--- config.mk ---
export PLATFORM = sky130hd
export DESIGN_NAME = mux4_rr_arbiter_flat
export DESIGN_NICKNAME = d
export VERILOG_FILES = /design/src/rtl/mux4_arb_pkg.sv /design/src/rtl/mux4_rr_arbiter_if.sv /design/src/rtl/mux4_sel_path.sv /design/src/rtl/mux4_rr_arbiter.sv /design/src/flat_wrapper.sv
export SDC_FILE = /design/constraint.sdc
export NUM_CORES = 1
export LEC_CHECK = 0
export ABC_AREA = 1
export CORE_UTILIZATION = 53
export CTS_CLUSTER_SIZE = 30
export DETAILED_ROUTE_END_ITERATION = 10
export HOLD_SLACK_MARGIN = 0.05
export PLACE_DENSITY = 0.82
export SLEW_MARGIN = 40
export SYNTH_ARGS = -nofsm -noshare
export SYNTH_HDL_FRONTEND = slang
export SYNTH_SLANG_ARGS = --single-unit
--- constraint.sdc ---
create_clock -name CLK -period 3.9 [get_ports CLK]
set_input_delay 0.78 -clock CLK [delete_from_list [all_inputs] [get_ports CLK]]
set_output_delay 0.78 -clock CLK [all_outputs]
set_load 0.02 [all_outputs]
--- src/rtl/mux4_arb_pkg.sv ---
// mux4_arb_pkg: shared types, sizes and the rotating-priority search for the 4:1 mux arbiter
package mux4_arb_pkg;
    typedef enum logic {IDLE, GRANT} arb_state_t;
    localparam int N_REQ = 4;
    localparam int SEL_W = 2;
    function automatic logic [SEL_W-1:0] next_owner(input logic [N_REQ-1:0] req, input logic [SEL_W-1:0] ptr);
        logic [SEL_W-1:0] idx;
        next_owner = ptr;
        // Scan farthest-first so the closest set bit to ptr is the last one written
        for (int i = N_REQ - 1; i >= 0; i--) begin
            idx = ptr + SEL_W'(i);
            if (req[idx]) next_owner = idx;
        end
    endfunction
endpackage

--- src/rtl/mux4_rr_arbiter_if.sv ---
// mux4_rr_arbiter_if: requester/mux bus between the four requesters and the arbiter
interface mux4_rr_arbiter_if;
    import mux4_arb_pkg::*;
    logic [N_REQ-1:0] req;
    logic [N_REQ-1:0] data;
    logic [N_REQ-1:0] gnt;
    logic [SEL_W-1:0] sel;
    logic             valid;
    logic             y;
    modport master (output req, data, input gnt, sel, valid, y);
    modport slave  (input req, data, output gnt, sel, valid, y);
endinterface

--- src/rtl/mux4_sel_path.sv ---
// mux4_sel_path: 4:1 data mux driven by the arbiter select, forced low when no grant is active
module mux4_sel_path
    import mux4_arb_pkg::*;
(
    input  logic [N_REQ-1:0] data,
    input  logic [SEL_W-1:0] sel,
    input  logic             valid,
    output logic             y
);
    assign y = valid & data[sel];
endmodule

--- src/rtl/mux4_rr_arbiter.sv ---
// mux4_rr_arbiter: round-robin owner selection with hold limit; drives the select of a shared 4:1 mux
module mux4_rr_arbiter
    import mux4_arb_pkg::*;
#(
    parameter int HOLD_MAX = 4
) (
    input  logic CLK,
    input  logic RESET,
    mux4_rr_arbiter_if.slave bus
);
    localparam int CW = $clog2(HOLD_MAX + 1);
    arb_state_t       state, state_n;
    logic [SEL_W-1:0] ptr, ptr_n, sel, sel_n, win;
    logic [CW-1:0]    cnt, cnt_n;
    logic [N_REQ-1:0] gnt, gnt_n;
    logic             valid, valid_n, rel, any;
    logic             y;
    always_comb begin
        any     = |bus.req;
        rel     = !bus.req[sel] || cnt == CW'(HOLD_MAX - 1);
        // On release the search already starts past the outgoing owner
        win     = next_owner(bus.req, state == GRANT ? sel + SEL_W'(1) : ptr);
        state_n = state;
        ptr_n   = ptr;
        sel_n   = sel;
        cnt_n   = cnt;
        gnt_n   = gnt;
        valid_n = valid;
        if (state == IDLE || rel) begin
            if (state == GRANT) ptr_n = sel + SEL_W'(1);
            state_n = any ? GRANT : IDLE;
            sel_n   = any ? win : sel;
            gnt_n   = any ? (N_REQ'(1) << win) : '0;
            valid_n = any;
            cnt_n   = '0;
        end else begin
            cnt_n = cnt + CW'(1);
        end
    end
    always_ff @(posedge CLK or posedge RESET) begin
        if (RESET) begin
            state <= IDLE;
            ptr   <= '0;
            sel   <= '0;
            cnt   <= '0;
            gnt   <= '0;
            valid <= 1'b0;
        end else begin
            state <= state_n;
            ptr   <= ptr_n;
            sel   <= sel_n;
            cnt   <= cnt_n;
            gnt   <= gnt_n;
            valid <= valid_n;
        end
    end
    mux4_sel_path u_sel_path (
        .data  (bus.data),
        .sel   (sel),
        .valid (valid),
        .y     (y)
    );
    assign bus.gnt   = gnt;
    assign bus.sel   = sel;
    assign bus.valid = valid;
    assign bus.y     = y;
endmodule
--- src/flat_wrapper.sv ---
// flat-port wrapper written by rule: the top's interface ports become plain ports
module mux4_rr_arbiter_flat import mux4_arb_pkg::*;
#(
    parameter int HOLD_MAX = 4
)
  (CLK, RESET, bus_req, bus_data, bus_gnt, bus_sel, bus_valid, bus_y);
  mux4_rr_arbiter_if bus_i ();
  input  logic CLK;
  input  logic RESET;
  input wire logic [$bits(bus_i.req)-1:0] bus_req;
  input wire logic [$bits(bus_i.data)-1:0] bus_data;
  output wire logic [$bits(bus_i.gnt)-1:0] bus_gnt;
  output wire logic [$bits(bus_i.sel)-1:0] bus_sel;
  output wire logic [$bits(bus_i.valid)-1:0] bus_valid;
  output wire logic [$bits(bus_i.y)-1:0] bus_y;
  assign bus_i.req = bus_req;
  assign bus_i.data = bus_data;
  assign bus_gnt = bus_i.gnt;
  assign bus_sel = bus_i.sel;
  assign bus_valid = bus_i.valid;
  assign bus_y = bus_i.y;
  mux4_rr_arbiter #(.HOLD_MAX(HOLD_MAX)) u_core (.CLK(CLK), .RESET(RESET), .bus(bus_i));
endmodule
**Word level (Yosys, flattened, before mapping)**

Cells that the tools add are included.

- Register bits after elaboration: 13
- Bits of input ports: 10
- Output and inout bits: 8
- Logic and storage cells: 45

- $add $sub $neg: 5
- $lt $le $gt $ge: 5
- Eq/ne operators: 1
- Shifts and indexed selects: 1
- Multiplexer cells: 20
- Bitwise gates (word level): 2
- Reductions and logical operators: 5

Operators by type and width:

| cell | number |
|---|---|
| 2-bit by 3-bit less-than comparator with 1-bit output (second input constant) | 5 |
| 1-bit binary-select mux with 2-bit select | 6 |
| 2-bit two-way mux | 5 |
| 1-bit two-way mux | 7 |
| 2-bit by 1-bit adder with 2-bit output (second input constant) | 2 |
| 2-bit adder (second input constant) | 2 |
| 4-bit two-way mux | 1 |
| 4-bit OR reduction | 1 |
| 1-bit by 2-bit << shifter with 4-bit output (first input constant) | 1 |
| 3-bit by 1-bit adder with 3-bit output (second input constant) | 1 |
| 3-bit by 2-bit equality test with 1-bit output (second input constant) | 1 |
| 3-bit two-way mux | 1 |
| 1-bit logical OR | 2 |
| 2-bit AND reduction | 1 |
| 1-bit bitwise AND | 1 |
| 1-bit zero test | 1 |
| 1-bit inverter | 1 |

**Depth between registers and ports, before layout**

- Depth in word-level cells: 11
- Depth in mapped cells: 16
- Depth with buffers taken out: 15

**Cells and area by module**

Synthesis repeated with hierarchy kept, for this count alone.

- Cells, all modules: 140
- Area total of the unflattened synthesis: 860.8 um2

Modules (own cells, without submodules):

| module | times used | cells an instance | area each (um2) | sequential area each (um2) |
|---|---|---|---|---|
| mux4_rr_arbiter | 1 | 126 | 804.5 | 300.3 |
| mux4_sel_path | 1 | 14 | 56.3 | 0.0 |

**Least setup slack after synthesis**

OpenSTA, ideal clock, no wires.

- Kind: in2out
- Start point: in bus_data[0]
- End point: out bus_y
- Arrival time: 1.314 ns
- Required time: 3.120 ns
- Slack: 1.806 ns
- Stages on the path: 4
- Path buffers: 0
- Cell sequence: nor2_1 -> nor2_1 -> o21ai_0 -> a21oi_1

- Longest elaborated chain between the ends: 3

RTL lines:

| element | line | source |
|---|---|---|
| start, declared | flat_wrapper.sv:11 | `input wire logic [$bits(bus_i.data)-1:0] bus_data;` |
| 1-bit binary-select mux with 2-bit select | mux4_sel_path.sv:10 | `assign y = valid & data[sel];` |
| 1-bit two-way mux (not written as such) | mux4_sel_path.sv:10 |  |
| 1-bit bitwise AND | mux4_sel_path.sv:10 |  |
| end, declared | flat_wrapper.sv:15 | `output wire logic [$bits(bus_i.y)-1:0] bus_y;` |

No other way between the ends. The select of a mux whose other input is x is not followed.

**Final worst setup path**

Same ends and word-level chain as after synthesis.

==> flow_summary.toml <==
[outcome]
status = "complete, no violations"

[cts]
cts_sinks = 12
clockRootBuffer = "clkbuf_4"
cts_tree = "built"
cts_repair_resize_count = 0
post_cts_buffers = 0
cts-root-to-sink-buffers = 2
holdBufCountCts = 0
clk_lat_worst_skew_ns = 0.27
worst_setup_hold_path_clk_slew_ns = 0.07
cts_buffers = 3
cts_htree_levels = 1

[global_routing]
grt_pass1_vias = 788
antenna_found_initial = 0
grt_pass1_wl_um = 3180
grt_overflow_total = 0
maximum_number_of_pins_on_one_net_before_global_route_repair = 13
groute.usage.overall_pct = 22.7

[die]
chipWidth_um = 42.6
floorplan.io_pins = 18
die_height_um = 42.6
area_inside_the_core_boundary_sq_um = 1520
initial_core_utilization_pct = 57.4
design.die.area_sq_um = 1820
placement_rows = 14

[power_and_ir_drop]
ir_worst_vdd_v = 0.000546
total_power_w = 0.000980
p_leak_nw = 0.582
cellPowerDensity_nw_per_um2 = 899

[final_layout]
area_growth_pct = 24.6
final_layout_size_suffix_gt1_share_pct = 11.9
nets = 164
fillers = 130
final-instance-count-excl-fill = 167
antennaDiodeCount = 0

[synthesis]
synth_ff_type = "dfrtp_1"
yosys.cell_types.count = 19
postSynthCellCount = 131
yosys_warnings = 0
synth_seq_cells = 12
synth_enable_flop_cells = 0
post_synth.cell_area_avg_sq_um = 6.68
synth_top_cell_by_area = "dfrtp_1"
synth_largest_type_area_fraction_pct = 34.3
synthesis.nets = 143
area_of_the_mapped_netlist_sq_um = 875
ys_seq_area_share_pct = 34.3
synth_area_leaders = "dfrtp_1, nand2_1, inv_1"
postSynth.asyncResetShare_pct = 100

[sta]
fin_worst_skew_ns = 0.00295
postLayoutSetupSlackWorst_ns = 0.930
final-hold-violation-count = 0
setup_repair_after_global_routing_missed_its_margin = "no"
finalSetupTns_ns = 0
layout_worst_path_cycle_share_pct = 76.1
report.final.setup_viol = 0
clock.fmax_ghz = 0.337
slew_headroom_pct = 67.7
minimum_clock_period_ns = 2.97
tightestPinTransition_ns = 0.482
drv_slew = 0

[worst_setup_path]
cp_data_arrival_time_ns = 2.19
worst_setup_sp = "bus_data[0]"
r2r_setup_slack_ns = 2.02
timing.critical_path.from_type = "input pin"
ff2ff_path_depth = 14
worstSetupPathType = "in -> out"
crit-reg2reg-capture = "u_core.bus.gnt[2]"
worst_r2r_startpoint = "u_core.bus.sel[0]"
cp-end-kind = "output port"
cp_max_fo = 1
cpMaxStageDelayCell = "clkdlybuf4s50_1"
cp_top_family = "buffers and inverters"
critPathMaxStageDelay_ns = 0.62
cp_num_buf_inv = 2
critical_path_required_ns = 3.12
path_cells = "clkdlybuf4s50_1 > nor2_1 > nor2_1 > o21ai_0 > a21oi_1 > clkdlybuf4s50_1"

[routing]
vias_per_cell = 5.40
routed_wire_length_per_instance_um = 11.5
final_antenna_net_count = 0
met2_length_um = 944
post-route-drc-count = 0
finalWirelength_um = 1920
routed.top_layer = "met4"
met3WireLength_um = 134
wl_met1_um = 823
initialDrtViolationCount = 30
detailroute.via_count = 902
drt-pass1-iter-count = 4

[run]
max_cap_violations = 0

[hold_path]
timing.hold.worst.class = "reg -> reg"
worstHoldStart = "u_core.cnt[0]"
holdPathEnd = "u_core.cnt[0]"
hold_path_depth = 1

[place]
final_estimated_routing_congestion_in_global_placement = 0.857
preCtsSetupSlack_ns = 0.916
place_inst = 163
portBuffers = 17
dp.final_hpwl_um = 1480
[metrics by stage]
| stage | utilization [%] | area, sq um | hold slack [ns] |
|---|---|---|---|
| global placement | 69.1 | 1050 | 0.421 |
| CTS | 71.5 | 1090 | 0.438 |
| floorplan | - | 875 | 0.410 |
| global route | 71.5 | 1090 | 0.482 |
| finish | 71.5 | 1090 | 0.447 |
| detailed placement | 69.1 | 1050 | 0.428 |
[synth_stat cells, drive strengths merged (2+ instances only)]
cell / instances
nand2: 44
o21bai: 2
nor2: 14
inv: 22
nand3: 16
dfrtp: 12
o21ai: 9
a21oi: 6
ha: 2
[kinds of logic (layout without fill, tap and decap cells)]
family	Yosys count	in the layout	synth area share [%]
adder cells (fa/ha/maj)	2	2	2.86
AND/OR/NAND/NOR	76	76	40.1
buffers and inverters	23	43	10.7
AO/OA/AOI/OAI	18	18	12.0
flip-flops	12	12	34.3
[worst reg2reg max path: cells and delay by family, from the launching register on]
| family | cells | cell delay [ns] |
|---|---|---|
| AOI/OAI and AO/OA | 1 | 0.19 |
| DFF | 1 | 0.53 |
| and+or+nand+nor | 10 | 0.88 |
| buffers and inverters | 3 | 0.19 |
[worst max path at each step]
stage | to | slack, ns | cells past startpoint
final | bus_y | 0.93 | 6
after global routing | bus_y | 0.84 | 6
after CTS | bus_y | 0.92 | 6
after detailed placement | bus_y | 0.92 | 6
after global placement | bus_y | 0.95 | 6
after floorplan | bus_y | 1.81 | 4
[per-layer routing]
| metal | up-vias | global-route usage, % |
|---|---|---|
| met2 | 40 | 39.7 |
| met3 | 3 | 2.59 |
| li1 | 452 | - |
| met1 | 407 | 29.2 |
| met5 | - | 0 |
| met4 | 0 | 6.25 |
[cells in the final DEF (no fill, tap or decap), types with 2 or more instances in the layout]
| cell | Yosys | final |
|---|---|---|
| nand2_1 | 36 | 36 |
| inv_1 | 20 | 20 |
| clkdlybuf4s50_1 | 0 | 17 |
| nand3_1 | 14 | 14 |
| nor2_1 | 14 | 14 |
| dfrtp_1 | 12 | 12 |
| o21ai_0 | 8 | 8 |
| nand2_2 | 6 | 6 |
| a21oi_1 | 5 | 5 |
| clkbuf_4 | 0 | 3 |
| inv_2 | 2 | 2 |
| nand2_4 | 2 | 2 |
| nand3_2 | 2 | 2 |
| o21bai_1 | 2 | 2 |
| ha_1 | 2 | 2 |
[area by class of cell]
class	count	area, sq um	share of cell area, %
multi-input cells	96	480	44.1
flip-flops and latches	12	300	27.6
repair buffers	17	170	15.6
inverters	22	82.6	7.58
clock buffers	4	36.3	3.33
well taps	16	20.0	1.84
[power breakdown]
group / internal [W] / switching (W)
Combinational: 0.000244 / 0.000420
Clock: 0.0000567 / 0.0000396
Sequential: 0.000176 / 0.0000438
Total: 0.000477 / 0.000503
[sequential cells by signal, summed over array words and instances (netlist names)]
signal,flops
u_core.ptr,2
u_core.bus.sel,2
u_core.cnt,3
u_core.bus.valid,1
u_core.bus.gnt,4
Power figures use the tool's default switching activity.
